### config.mk
export PLATFORM = sky130hd
export DESIGN_NAME = fifo_drain_flat
export DESIGN_NICKNAME = d
export VERILOG_FILES = /design/src/rtl/fifo_drain_if.sv /design/src/rtl/fifo_drain.sv /design/src/flat_wrapper.sv
export SDC_FILE = /design/constraint.sdc
export NUM_CORES = 1
export LEC_CHECK = 0
export ABC_AREA = 1
export CAP_MARGIN = 10
export CORE_ASPECT_RATIO = 0.9
export CORE_MARGIN = 3
export CORE_UTILIZATION = 47
export CTS_CLUSTER_SIZE = 40
export DETAILED_ROUTE_END_ITERATION = 16
export HOLD_SLACK_MARGIN = 0.05
export PLACE_DENSITY = 0.92
export SYNTH_ARGS = -nofsm -noshare
export SYNTH_HDL_FRONTEND = slang
export SYNTH_SLANG_ARGS = --single-unit
### constraint.sdc
create_clock -name clk -period 3.2 [get_ports clk]
set_clock_uncertainty 0.2 [all_clocks]
set_input_delay 0.48 -clock clk [delete_from_list [all_inputs] [get_ports clk]]
set_output_delay 0.48 -clock clk [all_outputs]
set_load 0.1 [all_outputs]
### src/rtl/fifo_drain_if.sv
// Bundle of the handshake signals between the drain engine, the FIFO
// read port and the downstream consumer. The master side is the drain
// engine; the slave side is whatever sits around it.
interface fifo_drain_if #(
    parameter int DATA_W = 32
);
    logic              start;
    logic [3:0]        len;
    logic              fifo_empty;
    logic              fifo_rd_en;
    logic [DATA_W-1:0] fifo_dout;
    logic              fifo_rd_ack;
    logic              fifo_rd_err;
    logic [DATA_W-1:0] out_data;
    logic              out_valid;
    logic              out_ready;
    logic              busy;
    logic              done;
    logic              err;
    logic [3:0]        word_cnt;

    modport master (
        input  start, len, fifo_empty, fifo_dout, fifo_rd_ack, fifo_rd_err, out_ready,
        output fifo_rd_en, out_data, out_valid, busy, done, err, word_cnt
    );

    modport slave (
        output start, len, fifo_empty, fifo_dout, fifo_rd_ack, fifo_rd_err, out_ready,
        input  fifo_rd_en, out_data, out_valid, busy, done, err, word_cnt
    );
endinterface

### src/rtl/fifo_drain.sv
// Burst drain engine: on a start pulse, reads len words (1..8) from a FIFO
// one at a time, waiting for each read acknowledge, and hands every word
// downstream through a valid/ready output register. Read errors, ack
// timeouts and illegal lengths end the burst with a sticky error flag.
module fifo_drain #(
    parameter int DATA_W  = 32,
    parameter int ACK_TMO = 4
) (
    input  logic         clk,
    input  logic         reset,
    fifo_drain_if.master bus
);

    localparam int TMO_W = $clog2(ACK_TMO + 1);
    localparam logic [TMO_W-1:0] TMO_LAST = TMO_W'(ACK_TMO - 1);

    typedef enum logic [2:0] {
        S_IDLE,
        S_REQ,
        S_WAIT,
        S_DONE,
        S_ERROR
    } state_t;

    state_t            r_state;
    logic [DATA_W-1:0] r_outData;
    logic              r_outValid;
    logic              r_done;
    logic              r_err;
    logic [3:0]        r_wordCnt;
    logic [3:0]        r_remaining;
    logic [TMO_W-1:0]  r_tmo;

    logic w_canRead;
    logic w_lenOk;

    // A read may issue only when data exists and the output register is free
    // or being emptied this cycle. The read strobe is decoded from the state
    // so it is only ever high while in REQ, lasts exactly the one cycle that
    // REQ moves on to WAIT, and drops the instant reset forces IDLE.
    always_comb begin
        w_canRead = !bus.fifo_empty && (!r_outValid || bus.out_ready);
        w_lenOk   = (bus.len != 4'd0) && (bus.len <= 4'd8);
    end

    assign bus.fifo_rd_en = (r_state == S_REQ) && w_canRead;
    assign bus.out_data   = r_outData;
    assign bus.out_valid  = r_outValid;
    assign bus.busy       = (r_state != S_IDLE);
    assign bus.done       = r_done;
    assign bus.err        = r_err;
    assign bus.word_cnt   = r_wordCnt;

    // Burst state machine together with the output register, counters and flags.
    always_ff @(posedge clk or posedge reset) begin
        if (reset) begin
            r_state     <= S_IDLE;
            r_outData   <= '0;
            r_outValid  <= 1'b0;
            r_done      <= 1'b0;
            r_err       <= 1'b0;
            r_wordCnt   <= 4'd0;
            r_remaining <= 4'd0;
            r_tmo       <= '0;
        end else begin
            r_done <= 1'b0;

            if (r_outValid && bus.out_ready) begin
                r_outValid <= 1'b0;
            end

            case (r_state)
                S_IDLE: begin
                    if (bus.start) begin
                        if (w_lenOk) begin
                            r_remaining <= bus.len;
                            r_wordCnt   <= 4'd0;
                            r_err       <= 1'b0;
                            r_state     <= S_REQ;
                        end else begin
                            r_err   <= 1'b1;
                            r_state <= S_ERROR;
                        end
                    end
                end

                S_REQ: begin
                    if (w_canRead) begin
                        r_tmo   <= '0;
                        r_state <= S_WAIT;
                    end
                end

                S_WAIT: begin
                    if (bus.fifo_rd_err) begin
                        r_err   <= 1'b1;
                        r_state <= S_ERROR;
                    end else if (bus.fifo_rd_ack) begin
                        r_outData  <= bus.fifo_dout;
                        r_outValid <= 1'b1;
                        r_wordCnt  <= r_wordCnt + 4'd1;
                        if (r_remaining != 4'd0) begin
                            r_remaining <= r_remaining - 4'd1;
                        end
                        if (r_remaining <= 4'd1) begin
                            r_done  <= 1'b1;
                            r_state <= S_DONE;
                        end else begin
                            r_state <= S_REQ;
                        end
                    end else if (r_tmo == TMO_LAST) begin
                        r_err   <= 1'b1;
                        r_state <= S_ERROR;
                    end else begin
                        r_tmo <= r_tmo + TMO_W'(1);
                    end
                end

                S_DONE: begin
                    r_state <= S_IDLE;
                end

                S_ERROR: begin
                    r_state <= S_IDLE;
                end

                default: begin
                    r_state <= S_IDLE;
                end
            endcase
        end
    end

endmodule

### src/flat_wrapper.sv
// flat-port wrapper written by rule: the top's interface ports become plain ports
module fifo_drain_flat 
#(
    parameter int DATA_W  = 32,
    parameter int ACK_TMO = 4
)
  (clk, reset, bus_start, bus_len, bus_fifo_empty, bus_fifo_dout, bus_fifo_rd_ack, bus_fifo_rd_err, bus_out_ready, bus_fifo_rd_en, bus_out_data, bus_out_valid, bus_busy, bus_done, bus_err, bus_word_cnt);
  fifo_drain_if #(.DATA_W(DATA_W)) bus_i ();
  input  logic clk;
  input  logic reset;
  input wire logic [$bits(bus_i.start)-1:0] bus_start;
  input wire logic [$bits(bus_i.len)-1:0] bus_len;
  input wire logic [$bits(bus_i.fifo_empty)-1:0] bus_fifo_empty;
  input wire logic [$bits(bus_i.fifo_dout)-1:0] bus_fifo_dout;
  input wire logic [$bits(bus_i.fifo_rd_ack)-1:0] bus_fifo_rd_ack;
  input wire logic [$bits(bus_i.fifo_rd_err)-1:0] bus_fifo_rd_err;
  input wire logic [$bits(bus_i.out_ready)-1:0] bus_out_ready;
  output wire logic [$bits(bus_i.fifo_rd_en)-1:0] bus_fifo_rd_en;
  output wire logic [$bits(bus_i.out_data)-1:0] bus_out_data;
  output wire logic [$bits(bus_i.out_valid)-1:0] bus_out_valid;
  output wire logic [$bits(bus_i.busy)-1:0] bus_busy;
  output wire logic [$bits(bus_i.done)-1:0] bus_done;
  output wire logic [$bits(bus_i.err)-1:0] bus_err;
  output wire logic [$bits(bus_i.word_cnt)-1:0] bus_word_cnt;
  assign bus_i.start = bus_start;
  assign bus_i.len = bus_len;
  assign bus_i.fifo_empty = bus_fifo_empty;
  assign bus_i.fifo_dout = bus_fifo_dout;
  assign bus_i.fifo_rd_ack = bus_fifo_rd_ack;
  assign bus_i.fifo_rd_err = bus_fifo_rd_err;
  assign bus_i.out_ready = bus_out_ready;
  assign bus_fifo_rd_en = bus_i.fifo_rd_en;
  assign bus_out_data = bus_i.out_data;
  assign bus_out_valid = bus_i.out_valid;
  assign bus_busy = bus_i.busy;
  assign bus_done = bus_i.done;
  assign bus_err = bus_i.err;
  assign bus_word_cnt = bus_i.word_cnt;
  fifo_drain #(.DATA_W(DATA_W), .ACK_TMO(ACK_TMO)) u_core (.clk(clk), .reset(reset), .bus(bus_i));
endmodule
==> impl_metrics.ini <==
[status]
status = finished clean

[place]
io_buffers = 83
gp_congestion = 0.798
place_hpwl_um = 4020
dpl_cell_area_um2 = 3020
dp_cells = 405

[yosys]
synth_fa_ha_area_share_pct = 2.78
synth-compound-area-share_pct = 3.84
ys_seq_elements = 49
synth_cell_types = 24
synth.avg_cell_area_um2 = 8.45
yosys.area_share.simple_pct = 32.1
synthArstFlopShare_pct = 100
ys.flop_type = dfrtp_1
yosysMostFrequentCell = nand2_1
seq_area_frac_synth_pct = 54.6
yosysWarnings = 0
mappedNetlistArea_um2 = 2250
synth_edf_count = 0
synth_area_leader_cell = dfrtp_1
synth_nets = 314
synth_cells = 266
yosys-top-cells-count = nand2_1, dfrtp_1, nand3_1
synth_mux_area_share_pct = 0
synth_top_area_share_pct = 54.6
synth_top_family_by_area = simple AND/OR/NAND/NOR gates
netlist_top_cells_area = dfrtp_1, nand2_1, nand3_1, ha_1, inv_1
synthXorXnorAreaFrac_pct = 1.17

[clocking]
cts_tree = done
cts-root-buf = clkbuf_8
clock_latency_ns = 0.30
cts.sinks = 49
hold_buffers = 0
clk_path_buf_depth = 2
path_clk_slew_ns = 0.09
cts_buffers = 5
cts_resized = 0
post_cts_buffers = 0
h-tree-depth = 2

[sta]
finalCritPeriodShare_pct = 71.0
grt_setup_unrepaired = false
final-max-slew-violation-count = 0
slew_headroom_pct = 70.2
max_freq_mhz = 440
period_needed_ns = 2.27
setup_viol = 0
tns_ns = 0
worst_slew_pin_slew_ns = 0.447
hold_viol_final = 0

[critical_path]
slowest_delay_ns = 0.45
cp-start-kind = input port
critPathCaptureType = output port
cp_cell_sequence = clkdlybuf4s50_1, inv_1, nand2_1, nand2_1, nor2_1, buf_4
r2r_setup_slack_ns = 1.11
cp_max_fo = 2
path_common_cell = nand2_1
crit_buf_inv = 3
critPathKind = input port to output port
cp_top_family = buffers and inverters
crit_slowest_cell = clkdlybuf4s50_1
crit_arrival_ns = 1.59
required_ns = 2.52

[routing]
drc = 0
finalWirelength_um = 5300
viasPerCell = 5.00
routedWlPerCell_um = 12.8
drt_first_iter_violations = 102
ant_nets = 0
firstDrtPassIters = 4
vias = 2063

[grt]
grt_overflow = 0
grt_use_total_pct = 19.5
grt_pass1_vias = 1921
grt_pass1_wl_um = 8670
grt_max_degree = 34
antenna_found_initial = 0

[die]
dieArea_um2 = 5650
ioPinCount = 84
fp-row-count = 23
die_h_um = 71.6
die_w_um = 78.9
coreArea_um2 = 4520
start_util_pct = 49.7

[flow_run]
cap_violations = 0

[layout]
antenna-diode-count = 0
final_cell_count_no_fill = 413
stdcell_area_um2 = 3110
area_growth_pct = 38.4
fin_nets = 398
drive_above_1_share_pct = 17.9
fill_cells = 387

[min_path]
hold_class = flip-flop to flip-flop
path summary, 6_finish.rpt:
kind / startpoint / to / cells past startpoint
min reg2reg: u_core.bus.out_data[26]$_DFFE_PP0P_ / u_core.bus.out_data[26]$_DFFE_PP0P_ / 2
min in group asynchronous: reset / u_core.bus.out_data[31]$_DFFE_PP0P_ / 2
max in group asynchronous: reset / u_core.bus.err$_DFFE_PP0P_ / 3
max: bus_out_ready / bus_fifo_rd_en / 6
min: u_core.bus.out_data[26]$_DFFE_PP0P_ / u_core.bus.out_data[26]$_DFFE_PP0P_ / 2
max reg2reg: u_core.r_state[0]$_DFFE_PP0P_ / u_core.r_tmo[0]$_DFFE_PP0P_ / 8
routing by layer:
metal  track usage [%]  up-vias  routed length, um
met4              7.06        0                 99
met2              33.4       67               2670
met1              23.9      973               2170
li1                  -     1014                  -
met3              5.28        9                361
met5                 0        -                  0
cells by family after synthesis:
group                    count (synthesis)
AND/OR/NAND/NOR                        165
flip-flops                              49
buffers and inverters                   27
AO/OA/AOI/OAI                           17
adder cells (fa/ha/maj)                  5
XOR/XNOR                                 3
flip-flops by register name (all words and copies together), names as in the netlist:
signal and count:
u_core.bus.err 1, u_core.bus.out_valid 1, u_core.bus.out_data 32, u_core.bus.word_cnt 4, u_core.r_tmo 3, u_core.r_remaining 4
u_core.bus.done 1, u_core.r_state 3
placed cells by master, fill, tap and decap left out, types with 5 or more instances in the layout:
cell type / count
clkbuf_8: 5
nand3_1: 38
dfrtp_1: 49
clkdlybuf4s50_1: 42
nor2_1: 13
inv_1: 14
buf_4: 45
nand2_1: 104
ha_1: 5
o21ai_0: 10
final cells by class:
type,count,area [um2],area share [%]
multi-input combinational,190,897,28.9
clock buffer,6,72.6,2.33
sequential,49,1230,39.4
inverter,17,63.8,2.05
timing repair buffer,87,758,24.4
tap,62,77.6,2.49
clock inverter,2,13.8,0.443
tightest hold or removal path: stages (launching register included):
cell and delay, ns:
dfrtp_1 0.35, nand2_1 0.05, nand2_1 0.05
per-stage QoR:
stage	utilization, %	hold WS (ns)	setup slack, ns
global route	68.8	0.294	0.837
finish	68.8	0.280	0.929
floorplan	-	0.246	0.0755
detailed placement	66.9	0.266	0.808
global placement	66.9	0.256	0.866
CTS	68.8	0.288	0.916
Power is not shown: default switching activity piles up to over one toggle a cycle in this logic, so the estimate is an artifact.
